[src/rtl/pll_lock_supervisor.sv]
// Supervises a PLL: drives its reset, qualifies lock, retries on timeout and
// releases NUM_DOM downstream resets in order once lock is trusted.
//
// state       | meaning
// ------------+-------------------------------------------------------------
// S_PLL_RST   | PLL held in reset for PLL_RST_CYCLES cycles
// S_WAIT_LOCK | PLL running, waiting for synchronised lock
// S_FILTER    | counting consecutive lock-high cycles
// S_RELEASE   | releasing domain resets one every STAGE_GAP cycles
// S_RUN       | all domains released, watching for lock loss
// S_FAULT     | retries exhausted, PLL held in reset until restart
module pll_lock_supervisor #(
    parameter int NUM_DOM        = 4,
    parameter int PLL_RST_CYCLES = 16,
    parameter int LOCK_FILT      = 64,
    parameter int LOCK_TIMEOUT   = 65536,
    parameter int STAGE_GAP      = 8,
    parameter int MAX_RETRY      = 3
) (
    input  logic               clk,
    input  logic               rst_n,
    input  logic               pll_lock_i,
    input  logic               restart_i,
    output logic               pll_rst_o,
    output logic [NUM_DOM-1:0] dom_rst_n_o,
    output logic               ready_o,
    output logic               fault_o,
    output logic               lock_loss_o,
    output logic [7:0]         retry_cnt_o
);

    localparam int RST_W = (PLL_RST_CYCLES > 1) ? $clog2(PLL_RST_CYCLES) : 1;
    localparam int TMR_W = (LOCK_TIMEOUT > 1) ? $clog2(LOCK_TIMEOUT) : 1;
    localparam int FLT_W = (LOCK_FILT > 1) ? $clog2(LOCK_FILT) : 1;
    localparam int GAP_W = (STAGE_GAP > 1) ? $clog2(STAGE_GAP) : 1;

    localparam logic [RST_W-1:0] RST_LAST    = RST_W'(PLL_RST_CYCLES - 1);
    localparam logic [TMR_W-1:0] TMR_LAST    = TMR_W'(LOCK_TIMEOUT - 1);
    localparam logic [FLT_W-1:0] FLT_LAST    = FLT_W'(LOCK_FILT - 1);
    localparam logic [GAP_W-1:0] GAP_LAST    = GAP_W'(STAGE_GAP - 1);
    localparam logic [7:0]       RETRY_LIMIT = 8'(MAX_RETRY);

    localparam logic [2:0] S_PLL_RST   = 3'd0;
    localparam logic [2:0] S_WAIT_LOCK = 3'd1;
    localparam logic [2:0] S_FILTER    = 3'd2;
    localparam logic [2:0] S_RELEASE   = 3'd3;
    localparam logic [2:0] S_RUN       = 3'd4;
    localparam logic [2:0] S_FAULT     = 3'd5;

    logic [2:0]         state;
    logic [RST_W-1:0]   rst_cnt;
    logic [TMR_W-1:0]   timer;
    logic [FLT_W-1:0]   filt_cnt;
    logic [GAP_W-1:0]   gap_cnt;
    logic               lock_meta;
    logic               lock_s;
    logic [NUM_DOM-1:0] dom_next;

    always_ff @(posedge clk or negedge rst_n) begin
        if (!rst_n) begin
            lock_meta <= 1'b0;
            lock_s    <= 1'b0;
        end else begin
            lock_meta <= pll_lock_i;
            lock_s    <= lock_meta;
        end
    end

    // Domains come out of reset LSB first by shifting a one in from the bottom.
    always_comb begin
        dom_next = (dom_rst_n_o << 1) | NUM_DOM'(1);
    end

    always_ff @(posedge clk or negedge rst_n) begin
        if (!rst_n) begin
            state       <= S_PLL_RST;
            rst_cnt     <= '0;
            timer       <= '0;
            filt_cnt    <= '0;
            gap_cnt     <= '0;
            pll_rst_o   <= 1'b1;
            dom_rst_n_o <= '0;
            ready_o     <= 1'b0;
            fault_o     <= 1'b0;
            lock_loss_o <= 1'b0;
            retry_cnt_o <= '0;
        end else begin
            lock_loss_o <= 1'b0;
            if (restart_i) begin
                state       <= S_PLL_RST;
                rst_cnt     <= '0;
                retry_cnt_o <= '0;
                fault_o     <= 1'b0;
                dom_rst_n_o <= '0;
                ready_o     <= 1'b0;
                pll_rst_o   <= 1'b1;
            end else begin
                case (state)
                    S_PLL_RST: begin
                        if (rst_cnt == RST_LAST) begin
                            state     <= S_WAIT_LOCK;
                            pll_rst_o <= 1'b0;
                            timer     <= '0;
                        end else begin
                            rst_cnt <= rst_cnt + 1'b1;
                        end
                    end
                    // The attempt timer spans both states so lock glitches cannot extend it.
                    S_WAIT_LOCK, S_FILTER: begin
                        if (timer == TMR_LAST) begin
                            pll_rst_o <= 1'b1;
                            if (MAX_RETRY != 0 && retry_cnt_o == RETRY_LIMIT) begin
                                state   <= S_FAULT;
                                fault_o <= 1'b1;
                            end else begin
                                state   <= S_PLL_RST;
                                rst_cnt <= '0;
                                if (retry_cnt_o != 8'hFF) begin
                                    retry_cnt_o <= retry_cnt_o + 8'd1;
                                end
                            end
                        end else begin
                            timer <= timer + 1'b1;
                            if (state == S_WAIT_LOCK) begin
                                if (lock_s) begin
                                    state    <= S_FILTER;
                                    filt_cnt <= '0;
                                end
                            end else if (!lock_s) begin
                                state    <= S_WAIT_LOCK;
                                filt_cnt <= '0;
                            end else if (filt_cnt == FLT_LAST) begin
                                state   <= S_RELEASE;
                                gap_cnt <= '0;
                            end else begin
                                filt_cnt <= filt_cnt + 1'b1;
                            end
                        end
                    end
                    S_RELEASE, S_RUN: begin
                        if (!lock_s) begin
                            state       <= S_PLL_RST;
                            rst_cnt     <= '0;
                            pll_rst_o   <= 1'b1;
                            dom_rst_n_o <= '0;
                            ready_o     <= 1'b0;
                            lock_loss_o <= 1'b1;
                            retry_cnt_o <= '0;
                        end else if (state == S_RELEASE) begin
                            if (gap_cnt == GAP_LAST) begin
                                gap_cnt     <= '0;
                                dom_rst_n_o <= dom_next;
                                if (&dom_next) begin
                                    ready_o <= 1'b1;
                                    state   <= S_RUN;
                                end
                            end else begin
                                gap_cnt <= gap_cnt + 1'b1;
                            end
                        end
                    end
                    S_FAULT: begin
                        pll_rst_o   <= 1'b1;
                        dom_rst_n_o <= '0;
                        ready_o     <= 1'b0;
                    end
                    default: begin
                        state       <= S_PLL_RST;
                        rst_cnt     <= '0;
                        pll_rst_o   <= 1'b1;
                        dom_rst_n_o <= '0;
                        ready_o     <= 1'b0;
                    end
                endcase
            end
        end
    end

endmodule

[config.mk]
export PLATFORM = sky130hd
export DESIGN_NAME = pll_lock_supervisor
export DESIGN_NICKNAME = d
export VERILOG_FILES = /design/src/rtl/pll_lock_supervisor.sv
export SDC_FILE = /design/constraint.sdc
export NUM_CORES = 1
export LEC_CHECK = 0
export BUFFER_PORTS_ARGS = -buffer_cell sky130_fd_sc_hd__buf_2
export CAP_MARGIN = 0
export CORE_MARGIN = 2
export CORE_UTILIZATION = 35
export CTS_CLUSTER_DIAMETER = 150
export DETAILED_ROUTE_END_ITERATION = 8
export PLACE_DENSITY_LB_ADDON = 0.2
export SETUP_SLACK_MARGIN = 0.05
export SYNTH_ARGS = -nofsm -noshare
export SYNTH_HDL_FRONTEND = slang
export SYNTH_SLANG_ARGS = --single-unit
[constraint.sdc]
create_clock -name clk -period 2.5 [get_ports clk]
set_input_delay 0.375 -clock clk [delete_from_list [all_inputs] [get_ports clk]]
set_output_delay 0.375 -clock clk [all_outputs]
set_load 0.005 [all_outputs]
==> impl_metrics.env, run 1 <==
export IMPL_io_buffers=19
export IMPL_htreeDepth=2
export IMPL_clock_sinks=50
export IMPL_drt_initial_drc_count=163
export IMPL_start_util_pct=36.6
export IMPL_syn_area_per_cell_um2=9.18
export IMPL_placed_cell_area_mm2=0.00316
export IMPL_path_class="flop to flop"
export IMPL_core_area_mm2=0.00781
export IMPL_endpoint_kind="flop"
export IMPL_clkSlewWorstSetupHoldPaths_ns=0.09
export IMPL_synth_top_cell_area_share_pct=42.9
export IMPL_power_density_mw_per_mm2=814
export IMPL_synthCells=311
export IMPL_drc=0
export IMPL_ys_ff_latch=50
export IMPL_critPathArrivalTime_ns=2.60
export IMPL_peakVddDrop_mv=0.362
export IMPL_antenna_found_initial=0
export IMPL_syn_area_mm2=0.00286
export IMPL_min_to="lock_meta"
export IMPL_cts_buffers=5
export IMPL_layout_nets=354
export IMPL_stdcell_area_mm2=0.00332
export IMPL_die_w_um=94.3
export IMPL_fin_setup_tns_ns=0
export IMPL_grt_pass1_wl_um=11000
export IMPL_finalCritPeriodShare_pct=94.4
export IMPL_yosys_cell_types_count=61
export IMPL_clockBufferDepth=2
export IMPL_rr_startpoint="timer[0]"
export IMPL_finalPower_mw=2.70
export IMPL_yosysTopAreaCell="dfrtp_1"
export IMPL_worstPathRequired_ns=2.74
export IMPL_r2r_end="retry_cnt_o[6]"
export IMPL_r2r_setup_slack_ns=0.14
export IMPL_grt_pass1_vias=2316
export IMPL_cts_tree="yes"
export IMPL_clock_root_buffer="clkbuf_8"
export IMPL_p_sw_uw=978
export IMPL_layout_drive_gt1_share_pct=20.3
export IMPL_tightest_slew_ns=0.578
export IMPL_num_io_pins=20
export IMPL_clkPwrFrac_pct=26.1
export IMPL_p_int_mw=1.73
export IMPL_slew_headroom_pct=60.5
export IMPL_place_congestion=0.784
export IMPL_seqPwrFrac_pct=38.3
export IMPL_worstHoldStart="pll_lock_i"
export IMPL_synthTopCellsByArea="dfrtp_1, o21ai_0, nand3_1"
export IMPL_viasPerCell=5.49
export IMPL_maxCapViolCount=0
export IMPL_wl_per_cell_um=14.6
export IMPL_final_max_slew_violation_count=0
export IMPL_grt_max_degree=35
export IMPL_clock_latency_ns=0.31
export IMPL_yosysWarningCount=0
export IMPL_synth_ff_type="dfrtp_1"
export IMPL_placed_cells=438
export IMPL_n_antenna_cell=0
export IMPL_fin_worst_skew_ns=0.00400
export IMPL_dp_hpwl_um=4740
export IMPL_synth_edf_count=0
export IMPL_swShare_pct=36.2
export IMPL_cts_setup_buffers=0
export IMPL_first_pass_iters=4
export IMPL_dieArea_mm2=0.00890
export IMPL_syn_nets=321
export IMPL_dieHeight_um=94.3
export IMPL_async_reset_ff_share_pct=100
export IMPL_rsz0062_at_grt="true"
export IMPL_hold_path_cell_count=1
export IMPL_max_freq_mhz=424
export IMPL_wl_um=6530
export IMPL_setup_viol=0
export IMPL_comb_power_share_pct=35.5
export IMPL_grt_usage_pct=15.6
export IMPL_hold_path_class="input pin to flop"
export IMPL_rows=32
export IMPL_grt_overflow=0
export IMPL_leakagePower_nw=1.47
export IMPL_hold_violations=0
export IMPL_crit_fanout=5
export IMPL_stdcell_count=447
export IMPL_area_delta_synth_final_pct=16.3
export IMPL_final_min_clock_period_ns=2.36
export IMPL_fillers=796
export IMPL_start_kind="flop"
export IMPL_outcome="finished, final reports clean"
export IMPL_antenna_left=0
export IMPL_synth_seq_area_share_pct=43.9
export IMPL_r2r_cells=6
export IMPL_vias=2455
power by group through the flow:
stage | Combinational [mW] | Sequential [mW] | Clock (mW)
after floorplan | 0.684 | 1.01 | 0
after global placement | 0.940 | 1.05 | 0
after detailed placement | 0.954 | 1.05 | 0
after CTS | 0.959 | 1.04 | 0.730
after global routing | 1.08 | 1.06 | 0.757
final | 0.961 | 1.04 | 0.707
registers in the layout, summed over array words and instances, names as in the netlist:
signal,cells
ready_o,1
dom_rst_n_o,4
lock_meta,1
timer,16
filt_cnt,6
state,3
lock_s,1
rst_cnt,4
fault_o,1
gap_cnt,3
lock_loss_o,1
pll_rst_o,1
retry_cnt_o,8
synth_stat cells (2+ instances only):
master and count:
a2111oi_0 2, a211oi_1 3, a21o_1 2, a21oi_1 15, a31o_2 2, a31oi_1 3, and2_1 4, and3_1 3
and4_1 2, clkbuf_1 9, dfrtp_1 49, ha_1 6, inv_1 11, mux2_2 5, mux2i_1 3, nand2_1 28
nand2b_1 4, nand3_1 24, nand4_1 5, nand4_2 2, nor2_1 23, nor2b_1 2, nor3_1 7, nor3b_1 2
nor4_1 4, o211ai_1 2, o21a_1 3, o21ai_0 25, o31ai_1 13, or3_1 5, or3b_2 4, or4_1 3
xnor2_1 6, xor2_1 3
worst max path at each step:
stage                   from        endpoint  slack, ns  cells past startpoint
global route        timer[0]  retry_cnt_o[5]       0.04                      7
global placement    timer[0]  retry_cnt_o[6]       0.20                      6
finish              timer[0]  retry_cnt_o[6]       0.14                      6
floorplan           timer[0]  retry_cnt_o[6]       0.11                      8
CTS                 timer[0]  retry_cnt_o[6]       0.12                      6
detailed placement  timer[0]  retry_cnt_o[6]       0.16                      6
layout by cell type, fill, tap and decap left out, drive strengths merged, types with 5 or more instances in the layout:
cell type / count
a21oi: 15
ha: 6
nor2: 23
buf: 37
inv: 11
nand4: 7
or3: 6
dfrtp: 49
nand3: 24
and2: 5
mux2: 5
o31ai: 13
clkbuf: 6
o21ai: 26
nor4: 5
nand2: 28
xnor2: 6
nor3: 7
cells by family (layout without fill, tap and decap cells):
group / after synthesis / in the layout / share of synthesized area (%)
compound gates: 85 / 85 / 19.9
mux: 8 / 8 / 3.02
fa+ha+maj: 6 / 6 / 2.63
xor+xnor: 9 / 9 / 2.76
flops: 50 / 50 / 43.9
buf+inv: 23 / 57 / 3.33
simple gates: 130 / 130 / 24.5
final cells by class:
class                      instances  area [um^2]  share of cell area [%]
clock buffer                       6         82.6                    2.49
inverter                          11         41.3                    1.24
sequential                        50         1250                    37.7
multi-input combinational        238         1520                    45.7
timing repair buffer              38          240                    7.23
clock inverter                     2         60.1                    1.81
tap                              102          128                    3.84
critical path: stages (launching register included):
cell and delay, ns:
dfrtp_1 0.39, ha_2 0.24, nand4_1 0.15, or4_4 0.45, or4_1 0.61, or3_1 0.33
o21ai_1 0.12
routing by layer:
metal | vias up | wire length, um | global-route usage [%] | share of wire [%]
met5 | - | 0 | 0 | 0
met4 | 0 | 76 | 4.35 | 1.2
met3 | 8 | 143 | 2.65 | 2.2
met2 | 31 | 3180 | 25.6 | 49
met1 | 1199 | 3130 | 21.2 | 48
li1 | 1217 | - | - | -
per-stage QoR:
step | util, % | setup slack [ns] | hold slack, ns
after floorplan | - | 0.112 | 0.0794
after global placement | 40.5 | 0.204 | 0.327
after detailed placement | 40.5 | 0.160 | 0.329
after CTS | 42.4 | 0.124 | 0.154
after global routing | 42.5 | 0.0417 | 0.152
final | 42.5 | 0.140 | 0.164
what timing repair did:
item                                    in CTS  in global routing
hold endpoints to repair                    16                  0
gates resized for setup                      0                  2
hold buffers                                 1                  0
endpoints found under the setup margin       0                  6
No activity file was read; power rests on OpenSTA's default activity.
==> run 2: changes to the inputs <==
- CTS_CLUSTER_DIAMETER: 150 -> 200
- SLEW_MARGIN: not set -> 20
- clock period: 2.5 -> 2.6 ns (I/O delays scaled with it)
==> run 2 against run 1 <==
  * Setup slack better by 0.12 ns
  * Critical endpoint unchanged
  * Sequential power down 4%
  * Clock power down 33%
  * Flip-flop and latch count unchanged
  * Hold slack better by 0.023 ns
  * Clock-buffer cell count up 1
  * Total power down 12%
  * Final cell count down 0.22%
  * Critical path type unchanged
  * Combinational power down 7.1%
  * Register-to-register slack better by 0.12 ns
==> impl_metrics.env, run 2 (synthesis results as in run 1) <==
export IMPL_grt_pass1_wl_um=11400
export IMPL_core_area_mm2=0.00781
export IMPL_layout_nets=353
export IMPL_critPathArrivalTime_ns=2.58
export IMPL_hold_path_cell_count=1
export IMPL_rsz0062_at_grt="false"
export IMPL_r2r_setup_slack_ns=0.26
export IMPL_clock_root_buffer="clkbuf_8"
export IMPL_wl_per_cell_um=14.4
export IMPL_placed_cells=436
export IMPL_utilization_pct=41.7
export IMPL_finalPower_mw=2.37
export IMPL_dieHeight_um=94.3
export IMPL_largest_reg_flops=16
export IMPL_io_buffers=19
export IMPL_fin_setup_tns_ns=0
export IMPL_r2r_cells=6
export IMPL_setup_viol=0
export IMPL_grt_pass1_vias=2370
export IMPL_num_io_pins=20
export IMPL_dp_hpwl_um=4630
export IMPL_layout_drive_gt1_share_pct=19.8
export IMPL_vias=2451
export IMPL_leakagePower_nw=1.44
export IMPL_hold_ws_ns=0.187
export IMPL_peakVddDrop_mv=0.330
export IMPL_start_util_pct=36.6
export IMPL_final_max_slew_violation_count=0
export IMPL_outcome="finished, final reports clean"
export IMPL_n_antenna_cell=0
export IMPL_viasPerCell=5.50
export IMPL_crit_fanout=7
export IMPL_max_freq_mhz=426
export IMPL_power_density_mw_per_mm2=726
export IMPL_hold_violations=0
export IMPL_top_regs="timer x16, retry_cnt_o x8, filt_cnt x6"
export IMPL_clkPwrFrac_pct=20.1
export IMPL_stdcell_count=446
export IMPL_comb_power_share_pct=37.7
export IMPL_clockBufferDepth=2
export IMPL_grt_max_degree=40
export IMPL_dieArea_mm2=0.00890
export IMPL_antenna_left=0
export IMPL_grt_usage_pct=15.8
export IMPL_largest_register="timer"
export IMPL_seqPwrFrac_pct=42.1
export IMPL_start_kind="flop"
export IMPL_drt_initial_drc_count=119
export IMPL_endpoint_kind="flop"
export IMPL_mostFrequentLayoutCells="dfrtp_1, nand2_1, o21ai_0"
export IMPL_hold_path_class="input pin to flop"
export IMPL_final_common_cell="dfrtp_1"
export IMPL_antenna_found_initial=0
export IMPL_tightest_slew_ns=0.599
export IMPL_clock_sinks=50
export IMPL_die_w_um=94.3
export IMPL_p_int_mw=1.46
export IMPL_htreeDepth=2
export IMPL_swShare_pct=38.5
export IMPL_grt_overflow=0
export IMPL_drc=0
export IMPL_rows=32
export IMPL_path_class="flop to flop"
export IMPL_cts_buffers=5
export IMPL_final_min_clock_period_ns=2.34
export IMPL_worstPathRequired_ns=2.83
export IMPL_cts_tree="yes"
export IMPL_pre_cts_slack_ns=0.139
export IMPL_p_sw_uw=911
export IMPL_finalCritPeriodShare_pct=90.2
export IMPL_slew_headroom_pct=59.0
export IMPL_wl_um=6410
export IMPL_first_pass_iters=4
export IMPL_clock_latency_ns=0.30
export IMPL_area_delta_synth_final_pct=14.2
export IMPL_placed_cell_area_mm2=0.00314
export IMPL_fin_worst_skew_ns=0.00660
export IMPL_place_congestion=0.774
export IMPL_stdcell_area_mm2=0.00326
export IMPL_setup_ws_ns=0.255
export IMPL_maxCapViolCount=0
export IMPL_clkSlewWorstSetupHoldPaths_ns=0.09
[run 2: changes by cell type in the layout (fill, tap and decap cells not counted)]
cell / delta
bufinv_16: -2
nor4_1: +1
clkinv_2: +1
or4_4: +1
nor4_2: -1
clkbuf_1: +1
buf_4: -1
or4_1: -1
[run 2: path summary, 6_finish.rpt]
kind,startpoint,endpoint
worst max-delay path,timer[0],retry_cnt_o[6]
worst min-delay path,pll_lock_i,lock_meta
worst max register to register,timer[0],retry_cnt_o[6]
worst min register to register,lock_meta,lock_s
max in group asynchronous,rst_n,pll_rst_o
min in group asynchronous,rst_n,timer[12]
[run 2: layer usage]
layer,vias to the layer above,track usage [%],share of wire (%)
met2,36,25.4,45
li1,1218,-,-
met5,-,0,0
met4,0,3.99,1.2
met3,9,2.41,2.7
met1,1188,22.5,51
[run 2: critical path: stages (launching register included)]
cell and delay [ns]:
dfrtp_1 0.39, ha_2 0.24, nand4_1 0.15, or4_4 0.45, or4_4 0.60, or3_1 0.32, o21ai_1 0.12
[run 2: layout make-up]
type,count,area [um^2]
Clock buffer,7,86.3
Clock inverter,1,5.00
Fill cell,794,4550
Inverter,11,41.3
Multi-Input combinational cell,238,1510
Sequential cell,50,1250
Tap cell,102,128
Timing Repair Buffer,37,233
[run 2: timing repair]
action | in CTS | in global routing
hold endpoints to repair | 11 | 0
resized for setup | 0 | 2
hold buffers | 1 | 0
setup endpoints to repair | 0 | 5
buffers inserted | 0 | 1
[run 2: power by group through the flow]
stage / Clock [mW] / Sequential [mW] / Combinational [mW]
floorplan: 0 / 0.976 / 0.658
detailed placement: 0 / 1.01 / 0.882
CTS: 0.495 / 0.998 / 0.888
global placement: 0 / 1.01 / 0.881
finish: 0.477 / 0.998 / 0.893
global route: 0.526 / 1.02 / 1.02
==> run 3: changes to the inputs <==
- ABC_AREA: not set -> 1
==> run 3 against run 2 <==
  * Synthesized cell count rose by 40%
  * Via count rose by 14%
  * Flip-flop and latch count did not move
  * Total power rose by 6.9%
  * Final cell count rose by 27%
  * Clock-buffer cell count fell by 1
  * Critical endpoint is now timer[6]
==> impl_metrics.env, run 3 <==
export IMPL_outcome="finished, final reports clean"
export IMPL_yosysWarningCount=0
export IMPL_layout_nets=466
export IMPL_setup_viol=0
export IMPL_hold_ws_ns=0.172
export IMPL_fin_setup_tns_ns=0
export IMPL_die_w_um=99.7
export IMPL_start_kind="flop"
export IMPL_clockBufferDepth=2
export IMPL_mostFrequentLayoutCells="nand2_1, dfrtp_1, inv_1"
export IMPL_grt_usage_pct=15.9
export IMPL_num_io_pins=20
export IMPL_area_delta_synth_final_pct=8.95
export IMPL_cts_buffers=5
export IMPL_fillers=905
export IMPL_power_density_mw_per_mm2=725
export IMPL_pre_cts_slack_ns=0.645
export IMPL_grt_pass1_vias=2670
export IMPL_async_reset_ff_share_pct=100
export IMPL_synth_edf_count=0
export IMPL_synth_common_cells="nand2_1, dfrtp_1, inv_1"
export IMPL_worstPathRequired_ns=2.80
export IMPL_final_min_clock_period_ns=1.97
export IMPL_grt_max_degree=51
export IMPL_final_max_slew_violation_count=0
export IMPL_htreeDepth=2
export IMPL_synth_top_cell_area_share_pct=38.3
export IMPL_wl_um=7300
export IMPL_clock_sinks=50
export IMPL_finalCritPeriodShare_pct=75.7
export IMPL_synthTopCellsByArea="dfrtp_1, nand2_1, nand3_1"
export IMPL_layout_drive_gt1_share_pct=15.1
export IMPL_yosys_cell_types_count=32
export IMPL_yosysTopAreaCell="dfrtp_1"
export IMPL_antenna_found_initial=0
export IMPL_clkSlewWorstSetupHoldPaths_ns=0.10
export IMPL_crit_chain="inv_2 > nand2_1 > nand3_2 > inv_2 > nand3_2 > nand3_2 > inv_2 > nand2_1 > o21ai_0"
export IMPL_dieArea_mm2=0.00993
export IMPL_fin_worst_skew_ns=0.0109
export IMPL_path_class="flop to flop"
export IMPL_placed_cell_area_mm2=0.00338
export IMPL_syn_area_mm2=0.00320
export IMPL_dp_hpwl_um=5260
export IMPL_syn_area_per_cell_um2=7.35
export IMPL_rows=34
export IMPL_cts_hold_fix_buffers=0
export IMPL_syn_nets=446
export IMPL_cts_tree="yes"
export IMPL_drt_initial_drc_count=103
export IMPL_maxCapViolCount=0
export IMPL_start_util_pct=36.4
export IMPL_max_stage_delay_ns=0.50
export IMPL_drc=0
export IMPL_leakagePower_nw=1.72
export IMPL_max_freq_mhz=508
export IMPL_synth_ff_type="dfrtp_1"
export IMPL_synthCells=436
export IMPL_tightest_slew_ns=0.667
export IMPL_peakVddDrop_mv=0.351
export IMPL_io_buffers=19
export IMPL_final_common_cell="nand2_1"
export IMPL_rsz0062_at_grt="false"
export IMPL_wl_per_cell_um=12.9
export IMPL_largest_register="timer"
export IMPL_dieHeight_um=99.7
export IMPL_cp_top_family="simple AND/OR/NAND/NOR gates"
export IMPL_grt_overflow=0
export IMPL_place_congestion=0.867
export IMPL_stdcell_count=565
export IMPL_hold_violations=0
export IMPL_cts_resized=0
export IMPL_largest_reg_flops=16
export IMPL_ys_ff_latch=50
export IMPL_vias=2802
export IMPL_viasPerCell=4.96
export IMPL_placed_cells=557
export IMPL_cts_setup_buffers=0
export IMPL_critPathArrivalTime_ns=2.17
export IMPL_crit_fanout=21
export IMPL_utilization_pct=39.6
export IMPL_finalPower_mw=2.53
export IMPL_antenna_left=0
export IMPL_setup_ws_ns=0.631
export IMPL_top_regs="timer x16, retry_cnt_o x8, filt_cnt x6"
export IMPL_hold_path_class="input pin to flop"
export IMPL_synth_seq_area_share_pct=39.1
export IMPL_endpoint_kind="flop"
export IMPL_grt_pass1_wl_um=12800
export IMPL_cp_slowest_cell="dfrtp_1"
export IMPL_clock_latency_ns=0.32
export IMPL_core_area_mm2=0.00881
export IMPL_slew_headroom_pct=55.5
export IMPL_yosysMostFrequentCell="nand2_1"
export IMPL_stdcell_area_mm2=0.00349
export IMPL_n_antenna_cell=0
export IMPL_crit_buf_inv=3
export IMPL_clock_root_buffer="clkbuf_8"
export IMPL_first_pass_iters=4
[run 3: changes by cell type in the layout (fill, tap and decap cells not counted), sizes merged, moves of 13 or more]
cell	before	now
inv	11	54
nor2	23	49
nand3	24	48
o31ai	13	0
buf	36	20
nand2	28	137
[run 3: final cells by class]
cell class,count,area [um^2],area share (%)
clock buffer,6,72.6,2.08
clock inverter,2,37.5,1.08
inverter,54,203,5.81
multi-input combinational,325,1690,48.3
sequential,50,1250,35.9
tap,108,135,3.87
timing repair buffer,20,103,2.94
[run 3: cells by family (layout without fill, tap and decap cells)]
kind of cell / after synthesis / in the layout / synth area share [%]
xor+xnor: 7 / 7 / 1.91
simple gates: 266 / 266 / 40.0
buf+inv: 61 / 82 / 8.24
fa+ha+maj: 6 / 6 / 2.34
compound gates: 46 / 46 / 8.44
flops: 50 / 50 / 39.1
[run 3: metal layers]
layer / track usage [%] / vias to the layer above / part of all wire, %
met5: 0 / - / 0
met4: 5.37 / 0 / 1.6
met3: 2.67 / 12 / 3.5
met2: 25.6 / 41 / 45
met1: 21.7 / 1293 / 50
li1: - / 1456 / -
[run 3: report_power, final]
group          switching [mW]  internal [mW]
Clock                   0.288          0.288
Combinational           0.632          0.285
Sequential              0.144          0.894
[run 3: final timing paths]
| kind | startpoint | end | slack (ns) | depth (start not counted) |
|---|---|---|---|---|
| max | state[1] | timer[6] | 0.63 | 9 |
| min | pll_lock_i | lock_meta | 0.17 | 1 |
| max reg2reg | state[1] | timer[6] | 0.63 | 9 |
| min reg2reg | lock_meta | lock_s | 0.36 | 0 |
| max in group asynchronous | rst_n | rst_cnt[2] | 1.97 | 2 |
| min in group asynchronous | rst_n | lock_loss_o | 0.18 | 2 |
[run 3: worst register-to-register path, stage by stage (launching register included)]
cell and delay (ns):
dfrtp_1 0.50, inv_2 0.10, nand2_1 0.10, nand3_2 0.16
inv_2 0.24, nand3_2 0.12, nand3_2 0.32, inv_2 0.15
nand2_1 0.09, o21ai_0 0.07
